--- src/rtl/jesd204b_tx_link_fsm_pkg.sv ---
// Shared JESD204B Tx link-layer definitions: FSM state encoding, control
// characters and LMFC sizing helpers.
package jesd204b_pkg;

  localparam logic [1:0] ST_CGS  = 2'd0;
  localparam logic [1:0] ST_ILAS = 2'd1;
  localparam logic [1:0] ST_DATA = 2'd2;

  localparam logic [7:0] K28_5   = 8'hBC;
  localparam logic [7:0] K28_0_R = 8'h1C;
  localparam logic [7:0] K28_3_A = 8'h7C;
  localparam logic [7:0] K28_4_Q = 8'h9C;

  // LMFC period in link-clock cycles (4 octets per clock)
  function automatic int lmfc_p(input int f, input int k);
    return (f * k) / 4;
  endfunction

  function automatic int lmfc_cw(input int f, input int k);
    return (lmfc_p(f, k) > 1) ? $clog2(lmfc_p(f, k)) : 1;
  endfunction

endpackage

--- src/rtl/jesd204b_tx_link_fsm_if.sv ---
// Link-control bundle between the Tx link FSM and its environment:
// SYSREF event / SYNC~ inputs and the octet-mux / status outputs.
interface jesd204b_tx_link_fsm_if #(
  parameter int F = 2,
  parameter int K = 16
);
  import jesd204b_pkg::*;

  localparam int CW = lmfc_cw(F, K);

  logic          sysref_evt;
  logic          sync_n;
  logic          cgs_en;
  logic          ilas_en;
  logic          data_en;
  logic [1:0]    ilas_mf_idx;
  logic [CW-1:0] lmfc_cnt;
  logic          lmfc_edge;
  logic          aligned;
  logic          err_report;
  logic          phase_err;

  modport master (
    output sysref_evt, sync_n,
    input  cgs_en, ilas_en, data_en, ilas_mf_idx, lmfc_cnt, lmfc_edge,
           aligned, err_report, phase_err
  );

  modport slave (
    input  sysref_evt, sync_n,
    output cgs_en, ilas_en, data_en, ilas_mf_idx, lmfc_cnt, lmfc_edge,
           aligned, err_report, phase_err
  );

endinterface

--- src/rtl/jesd204b_tx_link_fsm_lmfc.sv ---
// LMFC phase counter with SYSREF event acceptance (optional one-shot),
// alignment status and detection of realigns that move the phase.
module jesd204b_lmfc_counter #(
  parameter int P       = 8,
  parameter int CW      = 3,
  parameter int ONESHOT = 1
) (
  input  logic          clk,
  input  logic          rst_n,
  input  logic          sysref_evt,
  output logic [CW-1:0] cnt,
  output logic          lmfc_edge,
  output logic          aligned,
  output logic          wrap,
  output logic          realign_moved
);

  logic [CW-1:0] cnt_q, cnt_d;
  logic          edge_q, edge_d;
  logic          aligned_q, aligned_d;
  logic          accept;

  always_comb begin
    wrap          = (cnt_q == CW'(P - 1));
    accept        = sysref_evt && ((ONESHOT == 0) || !aligned_q);
    // a reload landing on the natural wrap leaves the phase untouched
    realign_moved = accept && !wrap;
    cnt_d         = (accept || wrap) ? '0 : cnt_q + CW'(1);
    edge_d        = (cnt_d == '0);
    aligned_d     = aligned_q | accept;
  end

  always_ff @(posedge clk or negedge rst_n) begin
    if (!rst_n) begin
      cnt_q     <= '0;
      edge_q    <= 1'b1;
      aligned_q <= 1'b0;
    end else begin
      cnt_q     <= cnt_d;
      edge_q    <= edge_d;
      aligned_q <= aligned_d;
    end
  end

  assign cnt       = cnt_q;
  assign lmfc_edge = edge_q;
  assign aligned   = aligned_q;

endmodule

--- src/rtl/jesd204b_tx_link_fsm.sv ---
// JESD204B Tx link-layer control: SYNC~-driven CGS -> ILAS -> DATA sequencing
// on the LMFC grid, with SYNC~ error/resync monitoring. All outputs registered.
module jesd204b_tx_link_fsm
  import jesd204b_pkg::*;
#(
  parameter int F              = 2,
  parameter int K              = 16,
  parameter int ILAS_MF        = 4,
  parameter int RESYNC_CYC     = 4,
  parameter int SYSREF_ONESHOT = 1
) (
  input logic                   clk,
  input logic                   rst_n,
  jesd204b_tx_link_fsm_if.slave lnk
);

  localparam int P  = lmfc_p(F, K);
  localparam int CW = lmfc_cw(F, K);
  localparam int LW = $clog2(RESYNC_CYC + 1);

  logic [CW-1:0] lmfc_cnt;
  logic          lmfc_edge, aligned, wrap, moved;
  logic [1:0]    state_q, state_d;
  logic [1:0]    idx_q, idx_d;
  logic [LW-1:0] low_q, low_d;
  logic          cgs_q, cgs_d, ilas_q, ilas_d, data_q, data_d;
  logic          err_q, err_d, perr_q, perr_d;
  logic          resync;

  jesd204b_lmfc_counter #(
    .P       (P),
    .CW      (CW),
    .ONESHOT (SYSREF_ONESHOT)
  ) u_lmfc (
    .clk           (clk),
    .rst_n         (rst_n),
    .sysref_evt    (lnk.sysref_evt),
    .cnt           (lmfc_cnt),
    .lmfc_edge     (lmfc_edge),
    .aligned       (aligned),
    .wrap          (wrap),
    .realign_moved (moved)
  );

  always_comb begin
    state_d = state_q;
    idx_d   = idx_q;
    low_d   = '0;
    resync  = 1'b0;
    if (state_q != ST_CGS && !lnk.sync_n) begin
      low_d  = (low_q == LW'(RESYNC_CYC)) ? low_q : low_q + LW'(1);
      resync = (low_q >= LW'(RESYNC_CYC - 1));
    end
    err_d  = (state_q == ST_DATA) && lnk.sync_n &&
             (low_q != '0) && (low_q < LW'(RESYNC_CYC));
    perr_d = moved && (state_q != ST_CGS);

    case (state_q)
      ST_CGS: begin
        if (lnk.sync_n && aligned && wrap) begin
          state_d = ST_ILAS;
          idx_d   = '0;
        end
      end
      ST_ILAS: begin
        if (wrap) begin
          if (idx_q == 2'(ILAS_MF - 1)) begin
            state_d = ST_DATA;
            idx_d   = '0;
          end else begin
            idx_d = idx_q + 2'd1;
          end
        end
      end
      ST_DATA: ;
      default: state_d = ST_CGS;
    endcase

    // phase loss or resync request overrides any normal progression
    if (state_q != ST_CGS && (moved || resync)) begin
      state_d = ST_CGS;
      idx_d   = '0;
      low_d   = '0;
    end

    cgs_d  = (state_d == ST_CGS);
    ilas_d = (state_d == ST_ILAS);
    data_d = (state_d == ST_DATA);
  end

  always_ff @(posedge clk or negedge rst_n) begin
    if (!rst_n) begin
      state_q <= ST_CGS;
      idx_q   <= '0;
      low_q   <= '0;
      cgs_q   <= 1'b1;
      ilas_q  <= 1'b0;
      data_q  <= 1'b0;
      err_q   <= 1'b0;
      perr_q  <= 1'b0;
    end else begin
      state_q <= state_d;
      idx_q   <= idx_d;
      low_q   <= low_d;
      cgs_q   <= cgs_d;
      ilas_q  <= ilas_d;
      data_q  <= data_d;
      err_q   <= err_d;
      perr_q  <= perr_d;
    end
  end

  assign lnk.cgs_en      = cgs_q;
  assign lnk.ilas_en     = ilas_q;
  assign lnk.data_en     = data_q;
  assign lnk.ilas_mf_idx = idx_q;
  assign lnk.lmfc_cnt    = lmfc_cnt;
  assign lnk.lmfc_edge   = lmfc_edge;
  assign lnk.aligned     = aligned;
  assign lnk.err_report  = err_q;
  assign lnk.phase_err   = perr_q;

endmodule

--- src/flat_wrapper.sv ---
// flat-port wrapper written by rule: the top's interface ports become plain ports
module jesd204b_tx_link_fsm_flat import jesd204b_pkg::*;
#(
  parameter int F              = 2,
  parameter int K              = 16,
  parameter int ILAS_MF        = 4,
  parameter int RESYNC_CYC     = 4,
  parameter int SYSREF_ONESHOT = 1
)
  (clk, rst_n, lnk_sysref_evt, lnk_sync_n, lnk_cgs_en, lnk_ilas_en, lnk_data_en, lnk_ilas_mf_idx, lnk_lmfc_cnt, lnk_lmfc_edge, lnk_aligned, lnk_err_report, lnk_phase_err);
  jesd204b_tx_link_fsm_if #(.F(F), .K(K)) lnk_i ();
  input logic clk;
  input logic rst_n;
  input wire logic [$bits(lnk_i.sysref_evt)-1:0] lnk_sysref_evt;
  input wire logic [$bits(lnk_i.sync_n)-1:0] lnk_sync_n;
  output wire logic [$bits(lnk_i.cgs_en)-1:0] lnk_cgs_en;
  output wire logic [$bits(lnk_i.ilas_en)-1:0] lnk_ilas_en;
  output wire logic [$bits(lnk_i.data_en)-1:0] lnk_data_en;
  output wire logic [$bits(lnk_i.ilas_mf_idx)-1:0] lnk_ilas_mf_idx;
  output wire logic [$bits(lnk_i.lmfc_cnt)-1:0] lnk_lmfc_cnt;
  output wire logic [$bits(lnk_i.lmfc_edge)-1:0] lnk_lmfc_edge;
  output wire logic [$bits(lnk_i.aligned)-1:0] lnk_aligned;
  output wire logic [$bits(lnk_i.err_report)-1:0] lnk_err_report;
  output wire logic [$bits(lnk_i.phase_err)-1:0] lnk_phase_err;
  assign lnk_i.sysref_evt = lnk_sysref_evt;
  assign lnk_i.sync_n = lnk_sync_n;
  assign lnk_cgs_en = lnk_i.cgs_en;
  assign lnk_ilas_en = lnk_i.ilas_en;
  assign lnk_data_en = lnk_i.data_en;
  assign lnk_ilas_mf_idx = lnk_i.ilas_mf_idx;
  assign lnk_lmfc_cnt = lnk_i.lmfc_cnt;
  assign lnk_lmfc_edge = lnk_i.lmfc_edge;
  assign lnk_aligned = lnk_i.aligned;
  assign lnk_err_report = lnk_i.err_report;
  assign lnk_phase_err = lnk_i.phase_err;
  jesd204b_tx_link_fsm #(.F(F), .K(K), .ILAS_MF(ILAS_MF), .RESYNC_CYC(RESYNC_CYC), .SYSREF_ONESHOT(SYSREF_ONESHOT)) u_core (.clk(clk), .rst_n(rst_n), .lnk(lnk_i));
endmodule
--- config.mk ---
export PLATFORM = sky130hd
export DESIGN_NAME = jesd204b_tx_link_fsm_flat
export DESIGN_NICKNAME = d
export VERILOG_FILES = /design/src/rtl/jesd204b_tx_link_fsm_pkg.sv /design/src/rtl/jesd204b_tx_link_fsm_if.sv /design/src/rtl/jesd204b_tx_link_fsm_lmfc.sv /design/src/rtl/jesd204b_tx_link_fsm.sv /design/src/flat_wrapper.sv
export SDC_FILE = /design/constraint.sdc
export NUM_CORES = 1
export LEC_CHECK = 0
export CORE_ASPECT_RATIO = 1.1
export CORE_MARGIN = 1
export CORE_UTILIZATION = 50
export DETAILED_ROUTE_END_ITERATION = 7
export GPL_TIMING_DRIVEN = 1
export PLACE_DENSITY = 0.79
export SETUP_SLACK_MARGIN = 0.05
export SLEW_MARGIN = 5
export SYNTH_ARGS = -nofsm -noshare
export SYNTH_HDL_FRONTEND = slang
export SYNTH_SLANG_ARGS = --single-unit
--- constraint.sdc ---
create_clock -name clk -period 2.34 [get_ports clk]
set_input_delay 0.468 -clock clk [delete_from_list [all_inputs] [get_ports clk]]
set_output_delay 0.468 -clock clk [all_outputs]
set_load 0.02 [all_outputs]
# Yosys cells after proc, flatten, opt, wreduce, memory -nomap -nowiden
# Index checks and enable logic that the tools add are counted.
# word_totals
regBits	17
inputBits	4
out_inout_bits	12
word_cells	64
# op_classes
addsub	3
order_cmp	2
n_eq_ne	10
n_mux	15
bitwise_logic	1
reduce_logical	22
# op_table
op	count
$mux 2	8
$mux 3	4
$logic_and 1x1->1	10
$add 3x1->3 const B	2
$eq 2x2->1 const B	3
$eq 3x3->1 const B	2
$ne 3x1->1 const B	2
$pmux 2 s3	1
$reduce_bool 3->1	2
$eq 2x1->1 const B	2
$logic_not 2->1	2
$pmux 2 s2	1
$ge 3x2->1 const B	1
$logic_not 1->1	3
$logic_not 3->1	1
$lt 3x3->1 const B	1
$ne 3x3->1 const B	1
$reduce_and 3->1	1
$add 2x1->2 const B	1
$logic_or 1x1->1	2
$reduce_bool 2->1	1
$mux 1	1
$or 1x1->1	1

# Logic depth before layout (Yosys ltp)
# Gate-level depths: netlist of run 1.
# depth
word_depth	7
depth_mapped	6
mapped_depth_nobuf	6

# Modules after synthesis
# A second synthesis of run 1 with hierarchy kept.
# hier_totals
cells_unflattened	74
hier_area_um2	848.3
# by_module_without_submodules
mod	instances	cells_each	area_per_inst_um2	seq_area_each_um2
jesd204b_tx_link_fsm	1	59	638.1	301.5
jesd204b_lmfc_counter	1	15	210.2	126.4

# Worst setup path before layout of run 1
# Ideal clock, no wire load.
# synth_path
kind	register to register
start	register u_core.u_lmfc.cnt_q[0], in the netlist u_core.u_lmfc.cnt[0]
end	register u_core.ilas_q, in the netlist u_core.lnk.ilas_en
arrival_ns	1.607
slack_ns	0.613
path_stages_with_launch	6
synth_period_minus_slack_ns	1.727
path_cell_list	dfrtp_1 -> ha_1 -> ha_1 -> nor3b_2 -> nor2_1 -> a31o_2
# synth_via
elab_chain_cells	7
word_cells_on_any_way	11
# synth_lines
item	line	source
from (decl)	jesd204b_tx_link_fsm_lmfc.sv:18	logic [CW-1:0] cnt_q, cnt_d;
from (signal assigned)	jesd204b_tx_link_fsm_lmfc.sv:39	cnt_q <= cnt_d;
$eq 3x3->1 (*)	jesd204b_tx_link_fsm_lmfc.sv:24	wrap = (cnt_q == CW'(P - 1));
branches (longest 4 deep; another with $pmux 2 s3)	--	
$mux 2 (*)	jesd204b_tx_link_fsm.sv:80	if (state_q != ST_CGS && (moved || resync)) begin
$eq 2x1->1 (*)	jesd204b_tx_link_fsm.sv:87	ilas_d = (state_d == ST_ILAS);
net u_core.ilas_d	jesd204b_tx_link_fsm.sv:26	logic cgs_q, cgs_d, ilas_q, ilas_d, data_q, data_d;
to (signal assigned)	jesd204b_tx_link_fsm.sv:106	ilas_q <= ilas_d;
to (decl)	jesd204b_tx_link_fsm.sv:26	
# Mark *: on every way through the listed nets, which the timed path passes.
# A chain may end at the register's enable or synchronous reset.

# Worst setup path after layout of run 1
# layout_path
start	register u_core.u_lmfc.edge_q, in the netlist u_core.u_lmfc.lmfc_edge
end	output port lnk_lmfc_edge
# layout_rtl
item	line	source
from (decl)	jesd204b_tx_link_fsm_lmfc.sv:19	logic edge_q, edge_d;
from (signal assigned)	jesd204b_tx_link_fsm_lmfc.sv:40	edge_q <= edge_d;
to (decl)	flat_wrapper.sv:21	output wire logic [$bits(lnk_i.lmfc_edge)-1:0] lnk_lmfc_edge;
# No word-level cell between the ends.

==> impl_metrics.env, run 1 <==
export IMPL_peakVddDrop_mv=0.696
export IMPL_wl_per_cell_um=13.8
export IMPL_outcome="complete, no violations"
export IMPL_nets=104
export IMPL_fp_coreArea_um2=1440
export IMPL_max_freq_ghz=0.534
export IMPL_dieArea_um2=1770
export IMPL_pwr_share_comb_pct=40.9
export IMPL_pre_cts_ws_ns=0.481
export IMPL_synth_cells=73
export IMPL_antenna_found_initial=0
export IMPL_place_congestion=0.833
export IMPL_worstPathMaxFanout=1
export IMPL_grt_pass1_vias=598
export IMPL_dr_pass1_iters=4
export IMPL_die_h_um=44.0
export IMPL_period_share_pct=80.0
export IMPL_synth_async_reset_ratio_pct=100
export IMPL_synth_adder_area_share_pct=10.9
export IMPL_seqPwrFrac_pct=43.4
export IMPL_arrival_ns=1.40
export IMPL_dpl_instance_area_um2=972
export IMPL_skew_ns=0.00460
export IMPL_clockPowerShare_pct=15.7
export IMPL_fin_setup_tns_ns=0
export IMPL_cts_path_max_buffers=2
export IMPL_synthXorXnorAreaFrac_pct=0
export IMPL_dr_total_vias=597
export IMPL_p_sw_share_pct=35.0
export IMPL_cap_violations=0
export IMPL_setup_violations=0
export IMPL_synth_edf_count=0
export IMPL_clock_sinks=17
export IMPL_crit_type="register to output port"
export IMPL_postLayoutCellArea_um2=998
export IMPL_grt_max_degree=18
export IMPL_insertion_delay_ns=0.28
export IMPL_worst_slack_ns=0.468
export IMPL_dp_hpwl_mm=1.08
export IMPL_wirelength_mm=1.49
export IMPL_num_rows=14
export IMPL_antenna_cells=0
export IMPL_p_per_area_nw_per_um2=992
export IMPL_synth_cell_types=24
export IMPL_drv_slew=0
export IMPL_clk_pin_slew_ns=0.09
export IMPL_synthSimpleGateAreaFrac_pct=20.1
export IMPL_synth_seq_cells=17
export IMPL_postCtsSetupBuffers=0
export IMPL_io_buffer_count=15
export IMPL_synth_warnings=0
export IMPL_drt_iter0_markers=7
export IMPL_rsz0062_at_grt="false"
export IMPL_crit_required_ns=1.87
export IMPL_cts_resized=0
export IMPL_cpMaxStageDelayCell="clkdlybuf4s50_1"
export IMPL_min_path_type="register to register"
export IMPL_tightest_slew_ns=0.734
export IMPL_finalPower_mw=0.991
export IMPL_period_minus_slack_ns=1.87
export IMPL_ant_nets=0
export IMPL_grt_total_usage_pct=21.2
export IMPL_die_width_um=40.2
export IMPL_layout_common_cells="clkdlybuf4s50_1, dfrtp_1, nand2_1"
export IMPL_syn_nets=84
export IMPL_htreeDepth=1
export IMPL_area_sequential_um2=428
export IMPL_synth_compound_area_share_pct=12.8
export IMPL_max_slew_margin_pct=50.9
export IMPL_cts_buffers=3
export IMPL_drcViolationCount=0
export IMPL_fillers=110
export IMPL_cp_end_kind="output port"
export IMPL_cp_start_kind="register"
export IMPL_internal_power_mw=0.643
export IMPL_yosysSeqAreaShare_pct=53.4
export IMPL_syn_area_per_cell_um2=11.0
export IMPL_tritoncts="done"
export IMPL_ys_flop_type="dfrtp_1"
export IMPL_critPathBufInv=1
export IMPL_initial_utilization_pct=55.8
export IMPL_hold_viol=0
export IMPL_crit_chain="clkdlybuf4s50_1"
export IMPL_drive_above_1_share_pct=14.1
export IMPL_areaGrowthSynthToFinish_pct=24.5
export IMPL_cts_root_buf="clkbuf_4"
export IMPL_synth_mux_area_share_pct=0
export IMPL_multi_input_comb_area_um2=352
export IMPL_max_stage_delay_ns=0.60
export IMPL_netSwitchingPower_mw=0.347
export IMPL_crit_family="buffers and inverters"
export IMPL_syn_area_um2=802
export IMPL_vias_per_cell=5.53
export IMPL_grt_first_pass_wirelength_mm=2.51
export IMPL_synth_top_family_by_area="simple AND/OR/NAND/NOR gates"
export IMPL_num_io_pins=16
export IMPL_leakage_nw=0.454
export IMPL_cts_hold_buf=0
export IMPL_grt_overflow=0
==> registers in the layout (all words and copies together), names as in the netlist <==
signal                   flops
u_core.lnk.ilas_en           1
u_core.u_lmfc.aligned        1
u_core.low_q                 3
u_core.lnk.cgs_en            1
u_core.u_lmfc.cnt            3
u_core.state_q               2
u_core.u_lmfc.lmfc_edge      1
u_core.lnk.err_report        1
u_core.lnk.data_en           1
u_core.lnk.phase_err         1
u_core.lnk.ilas_mf_idx       2
==> Yosys cell counts, types with 2 or more instances <==
master / count / area share [%]
dfrtp_1: 15 / 47
nand2_1: 8 / 3.7
ha_1: 7 / 11
inv_1: 6 / 2.8
nor2_1: 5 / 2.3
a21oi_1: 4 / 2.5
a211oi_1: 3 / 2.8
nand3_1: 3 / 1.9
a31o_2: 2 / 2.2
and2_1: 2 / 1.6
dfstp_2: 2 / 6.6
nor2b_1: 2 / 1.6
nor3_1: 2 / 1.2
nor4b_1: 2 / 2.2
==> routing by layer <==
layer | GRT usage (%) | wire length (µm) | vias to the layer above
li1 | - | - | 291
met1 | 26.1 | 693 | 284
met2 | 31.9 | 696 | 20
met3 | 8.21 | 88 | 2
met4 | 10.0 | 15 | 0
met5 | 0 | 0 | -
==> cells by family (layout without fill, tap and decap cells) <==
family | Yosys count | after routing
AND/OR/NAND/NOR | 30 | 30
AO/OA/AOI/OAI | 13 | 13
flip-flops | 17 | 17
buffers and inverters | 6 | 25
adder cells (fa/ha/maj) | 7 | 7
==> power by group through the flow <==
stage / Combinational [mW] / Sequential (mW) / Clock, mW
CTS: 0.408 / 0.430 / 0.159
floorplan: 0.176 / 0.502 / 0
finish: 0.405 / 0.430 / 0.156
global placement: 0.395 / 0.436 / 0
global route: 0.447 / 0.440 / 0.176
detailed placement: 0.405 / 0.437 / 0
==> cell type report <==
| class | count | share of cell area (%) |
|---|---|---|
| Tap cell | 16 | 2.01 |
| Clock buffer | 4 | 2.63 |
| Multi-Input combinational cell | 50 | 35.2 |
| Timing Repair Buffer | 15 | 15.0 |
| Inverter | 6 | 2.26 |
| Sequential cell | 17 | 42.9 |
==> path summary, 6_finish.rpt <==
path,slack [ns],endpoint,cells past startpoint,from
setup / recovery,0.47,lnk_lmfc_edge,1,u_core.u_lmfc.lmfc_edge
hold / removal,0.51,u_core.u_lmfc.cnt[0],1,u_core.u_lmfc.cnt[0]
setup reg to reg,0.47,u_core.lnk.ilas_en,5,u_core.u_lmfc.cnt[0]
hold reg to reg,0.51,u_core.u_lmfc.cnt[0],1,u_core.u_lmfc.cnt[0]
max in group asynchronous,1.27,u_core.u_lmfc.cnt[1],1,rst_n
min in group asynchronous,0.61,u_core.lnk.phase_err,1,rst_n
==> metrics by stage <==
step,hold WS (ns),utilization (%),std cells
global route,0.529,69.5,108
global placement,0.481,67.7,104
finish,0.507,69.5,108
floorplan,0.172,-,73
detailed placement,0.493,67.7,104
CTS,0.511,69.5,108
No activity file was read; power rests on OpenSTA's default activity.
==> run 2: changes to the inputs <==
--- a/config.mk
+++ b/config.mk
@@ -7,10 +7,10 @@
 export LEC_CHECK = 0
 export CORE_ASPECT_RATIO = 1.1
 export CORE_MARGIN = 1
-export CORE_UTILIZATION = 50
+export CORE_UTILIZATION = 44
 export DETAILED_ROUTE_END_ITERATION = 7
 export GPL_TIMING_DRIVEN = 1
-export PLACE_DENSITY = 0.79
+export PLACE_DENSITY = 0.74
 export SETUP_SLACK_MARGIN = 0.05
 export SLEW_MARGIN = 5
 export SYNTH_ARGS = -nofsm -noshare
==> constraint.sdc (replaced) <==
create_clock -name clk -period 1.5 [get_ports clk]
set_input_delay 0.3 -clock clk [delete_from_list [all_inputs] [get_ports clk]]
set_output_delay 0.3 -clock clk [all_outputs]
set_load 0.02 [all_outputs]
==> run 2 against run 1 <==
Compared with the run above: the flow now finishes with violations (setup timing); setup slack got worse by 0.52 ns; power increased by 68%; sequential power increased by 59%; flip-flop and latch count unchanged; via count increased by 14%; critical path depth increased by 4; clock power increased by 60%; non-clock buffer count increased by 12; hold slack got worse by 0.19 ns; highest routed layer unchanged.
==> impl_metrics.env, run 2 (synthesis results as in run 1) <==
export IMPL_outcome="finished with violations"
export IMPL_violations="setup timing"
export IMPL_tightest_slew_ns=0.331
export IMPL_cts_path_max_buffers=2
export IMPL_dp_hpwl_mm=1.23
export IMPL_min_path_type="primary input to async pin"
export IMPL_dr_total_vias=680
export IMPL_htreeDepth=1
export IMPL_critPathBufInv=0
export IMPL_peakVddDrop_mv=0.880
export IMPL_cts_buffers=3
export IMPL_vias_per_cell=5.62
export IMPL_grt_total_usage_pct=20.4
export IMPL_period_minus_slack_ns=1.56
export IMPL_num_rows=15
export IMPL_drt_iter0_markers=18
export IMPL_nets=116
export IMPL_period_share_pct=104
export IMPL_dr_pass1_iters=4
export IMPL_rsz0062_at_grt="true"
export IMPL_crit_top_cell="ha_4"
export IMPL_max_slew_margin_pct=77.7
export IMPL_fin_setup_tns_ns=-0.163
export IMPL_antenna_cells=0
export IMPL_place_congestion=0.755
export IMPL_max_stage_delay_ns=0.44
export IMPL_cap_violations=0
export IMPL_die_h_um=46.8
export IMPL_wirelength_mm=1.88
export IMPL_num_io_pins=16
export IMPL_cpMaxStageDelayCell="dfrtp_2"
export IMPL_p_per_area_nw_per_um2=1410
export IMPL_crit_required_ns=1.69
export IMPL_initial_utilization_pct=49.1
export IMPL_leakage_nw=0.552
export IMPL_max_freq_ghz=0.642
export IMPL_grt_max_degree=18
export IMPL_layout_common_cells="dfrtp_1, buf_4, dlygate4sd2_1"
export IMPL_worst_slack_ns=-0.0568
export IMPL_crit_type="register to register"
export IMPL_worstPathMaxFanout=5
export IMPL_fp_coreArea_um2=1630
export IMPL_die_width_um=42.7
export IMPL_clock_sinks=17
export IMPL_setup_violations=8
export IMPL_antenna_found_initial=0
export IMPL_skew_ns=0.00587
export IMPL_clk_pin_slew_ns=0.10
export IMPL_areaGrowthSynthToFinish_pct=47.9
export IMPL_crit_family="flip-flops"
export IMPL_cts_hold_buf=0
export IMPL_drv_slew=0
export IMPL_grt_overflow=0
export IMPL_arrival_ns=1.75
export IMPL_cp_start_kind="register"
export IMPL_drcViolationCount=0
export IMPL_cp_end_kind="register"
export IMPL_dieArea_um2=2000
export IMPL_grt_first_pass_wirelength_mm=2.88
export IMPL_hold_viol=0
export IMPL_cts_root_buf="clkbuf_4"
export IMPL_insertion_delay_ns=0.30
export IMPL_tritoncts="done"
export IMPL_fin_cells=121
export IMPL_final_common_cell="dfrtp_1"
export IMPL_io_buffer_count=15
export IMPL_fillers=123
export IMPL_drive_above_1_share_pct=35.6
export IMPL_grt_pass1_vias=649
export IMPL_dp_cells=111
export IMPL_wl_per_cell_um=15.5
export IMPL_ant_nets=0
export IMPL_crit_chain="ha_4 -> ha_4 -> nor3b_4 -> o31ai_4 -> a21o_2"
-- run 2: cell count changes in the layout (fill, tap and decap cells not counted), sizes merged --
| cell | change |
|---|---|
| buf | +12 |
| clkdlybuf4s15 | +2 |
| clkdlybuf4s50 | -12 |
| dlygate4sd2 | +10 |
-- run 2: per-stage QoR --
stage | util [%] | instance area [µm²] | hold WS, ns | power (mW) | worst slack (ns)
after global routing | 72.6 | 1190 | 0.354 | 1.75 | -0.0782
final | 72.6 | 1190 | 0.316 | 1.67 | -0.0568
after CTS | 70.1 | 1140 | 0.331 | 1.62 | -0.0998
after detailed placement | 64.4 | 1050 | 0.487 | 1.39 | -0.0951
after floorplan | - | 836 | 0.00441 | 1.10 | 0.00843
after global placement | 64.4 | 1050 | 0.484 | 1.36 | -0.0734
-- run 2: path summary, 6_finish.rpt --
check                                           from                         to  slack, ns  depth (start not counted)
setup / recovery                u_core.u_lmfc.cnt[0]  u_core.lnk.ilas_mf_idx[0]      -0.06                          5
hold / removal                                 rst_n         u_core.lnk.ilas_en       0.32                          2
setup reg to reg                u_core.u_lmfc.cnt[0]  u_core.lnk.ilas_mf_idx[0]      -0.06                          5
hold reg to reg            u_core.lnk.ilas_mf_idx[1]  u_core.lnk.ilas_mf_idx[1]       0.55                          1
max in group asynchronous                      rst_n    u_core.u_lmfc.lmfc_edge       0.93                          2
min in group clk           u_core.lnk.ilas_mf_idx[1]  u_core.lnk.ilas_mf_idx[1]       0.55                          1
-- run 2: area by class of cell --
type | instances | area [µm²] | area share (%)
Multi-Input combinational cell | 50 | 454 | 38.3
Sequential cell | 17 | 430 | 36.3
Clock buffer | 4 | 26.3 | 2.22
Tap cell | 17 | 21.3 | 1.79
Inverter | 6 | 22.5 | 1.90
Timing Repair Buffer | 27 | 231 | 19.5
-- run 2: layer usage --
metal | up-vias | global-route usage (%) | wire, µm
li1 | 316 | - | -
met1 | 327 | 23.1 | 754
met2 | 30 | 35.5 | 943
met3 | 7 | 6.54 | 137
met4 | 0 | 10.6 | 41
met5 | - | 0 | 0
-- run 2: power breakdown --
group          leakage [nW]  switching [mW]  total [mW]  internal [mW]
clock network        0.0150           0.146       0.250          0.104
logic                 0.326           0.391       0.734          0.343
registers             0.212          0.0913       0.685          0.594
-- run 2: timing repair --
item	CTS	global route
buffers inserted	4	2
pin swaps	6	7
endpoints found under the setup margin	18	12
gates resized for setup	22	6
==> run 3: changes to the inputs <==
--- a/config.mk
+++ b/config.mk
@@ -6,7 +6,6 @@
 export NUM_CORES = 1
 export LEC_CHECK = 0
 export CORE_ASPECT_RATIO = 1.1
-export CORE_MARGIN = 1
 export CORE_UTILIZATION = 44
 export DETAILED_ROUTE_END_ITERATION = 7
 export GPL_TIMING_DRIVEN = 1
==> results of run 3 <==
No change in the layout: final DEF, timing and power equal those of run 2.
==> RTL edit, RTL diff (flow settings as in run 2) <==
`K` is set to 16 in 3 places; all go to 24.
--- a/src/rtl/jesd204b_tx_link_fsm_if.sv
+++ b/src/rtl/jesd204b_tx_link_fsm_if.sv
@@ -2,7 +2,7 @@
 // SYSREF event / SYNC~ inputs and the octet-mux / status outputs.
 interface jesd204b_tx_link_fsm_if #(
   parameter int F = 2,
-  parameter int K = 16
+  parameter int K = 24
 );
   import jesd204b_pkg::*;
 
--- a/src/rtl/jesd204b_tx_link_fsm.sv
+++ b/src/rtl/jesd204b_tx_link_fsm.sv
@@ -4,7 +4,7 @@
   import jesd204b_pkg::*;
 #(
   parameter int F              = 2,
-  parameter int K              = 16,
+  parameter int K              = 24,
   parameter int ILAS_MF        = 4,
   parameter int RESYNC_CYC     = 4,
   parameter int SYSREF_ONESHOT = 1
--- a/src/flat_wrapper.sv
+++ b/src/flat_wrapper.sv
@@ -2,7 +2,7 @@
 module jesd204b_tx_link_fsm_flat import jesd204b_pkg::*;
 #(
   parameter int F              = 2,
-  parameter int K              = 16,
+  parameter int K              = 24,
   parameter int ILAS_MF        = 4,
   parameter int RESYNC_CYC     = 4,
   parameter int SYSREF_ONESHOT = 1
Ports: changed (resized lnk_lmfc_cnt); port bits go from 16 to 17. The function was not compared with the original's and may differ.
==> RTL edit against run 2 <==
  * Synthesized area increased by 8.3%
  * Worst setup slack better by 67 ps
  * Wire length decreased by 8.5%
  * Sequential cell count increased by 1
  * Highest routed layer unchanged
  * Utilization down 6.5 points
  * Cell area increased by 1.6%
  * Clock power increased by 17%
  * Power rose by 26%
  * Critical endpoint is now u_core.lnk.cgs_en
==> RTL edit: results (changes against run 2) <==
[metrics] Post-Route Hold Slack: 320 ps (was 316 ps)
[metrics] register area: 455 µm² (was 430 µm²)
[metrics] DRC violation total after the first TritonRoute iteration: 17 (was 18)
[metrics] run status: finished, final reports clean (was finished, violations left)
[metrics] share of layout cells above drive strength 1: 0.321 (was 0.356)
[metrics] placer's final routability congestion estimate: 0.806 (was 0.755)
[metrics] beginning of the worst register-to-register path: u_core.low_q[0] (was u_core.u_lmfc.cnt[0])
[metrics] total half-perimeter wirelength after legalization and detailed placement: 1240 µm (was 1230 µm)
[metrics] cells on worst reg2reg path: 6 (was 5)
[metrics] clock skew after layout: 2.88 ps (was 5.87 ps)
[metrics] number of buffer cells added on primary ports: 16 (was 15)
[metrics] met3 routing resource usage after global routing: 0.0485 (was 0.0654)
[metrics] power share of the sequential group: 0.359 (was 0.411)
[metrics] detail-routed net length per standard cell: 12.6 µm (was 15.5 µm)
[metrics] cell-internal power: 0.00129 W (was 0.00104 W)
[metrics] xor and xnor fraction of the mapped netlist area: 0.0403 (was 0)
[metrics] Commonest cells post-synth: sky130_fd_sc_hd__dfrtp_1, sky130_fd_sc_hd__nor2_1, sky130_fd_sc_hd__a21oi_1, sky130_fd_sc_hd__ha_1, sky130_fd_sc_hd__nand2_1 (was sky130_fd_sc_hd__dfrtp_1, sky130_fd_sc_hd__nand2_1, sky130_fd_sc_hd__ha_1, sky130_fd_sc_hd__inv_1, sky130_fd_sc_hd__nor2_1)
[metrics] sequential cell area fraction in the yosys report: 0.522 (was 0.534)
[metrics] CP max-delay cell: sky130_fd_sc_hd__dfrtp_1 (was sky130_fd_sc_hd__dfrtp_2)
[metrics] routed via count: 700 (was 680)
[metrics] setup slack of the worst register-to-register path: 10 ps (was -60 ps)
[metrics] worst setup slack before clock tree synthesis: -55.6 ps (was -95.1 ps)
[metrics] vias in the first global route: 655 (was 649)
[metrics] reg2reg end: u_core.lnk.cgs_en (was u_core.lnk.ilas_mf_idx[0])
[metrics] clock power share: 0.140 (was 0.150)
[metrics] CP max stage delay: 400 ps (was 440 ps)
[metrics] Power Density: 1740 nW/µm² (was 1410 nW/µm²)
[metrics] static leakage: 0.561 nW (was 0.552 nW)
[metrics] detailed-routed wire length on met3: 65 µm (was 137 µm)
[metrics] met2 layer usage reported by global route: 0.277 (was 0.355)
[metrics] largest net degree at the start of global routing: 19 (was 18)
[metrics] fraction of area in clock buffers and inverters: 0.0301 (was 0.0222)
[metrics] cell class with the largest area share: sequential cells (was multi-input combinational cells)
==> RTL edit: changes by cell type after synthesis, sizes merged, moves of 2 or more <==
| cell | run 2 | this run |
|---|---|---|
| a211oi | 4 | 1 |
| and2 | 2 | 0 |
| ha | 7 | 5 |
| inv | 6 | 4 |
| nand2 | 8 | 5 |
| nand2b | 1 | 3 |
| nand3b | 0 | 2 |
| nor2 | 6 | 8 |
| nor4 | 1 | 3 |
| o211ai | 0 | 2 |
| o21ai | 0 | 2 |
| xnor2 | 0 | 3 |
==> RTL edit: what timing repair did <==
action | 4_1_cts | 5_1_grt
gates resized for setup | 20 | 4
buffers inserted | 3 | 1
pin swaps | 3 | 3
setup endpoints to repair | 21 | 11
gates cloned | 0 | 0
==> RTL edit: per-stage QoR <==
step	area [µm²]	util
finish	1200	0.661
global route	1200	0.661
CTS	1190	0.655
detailed placement	1120	0.617
global placement	1120	0.617
floorplan	886	-
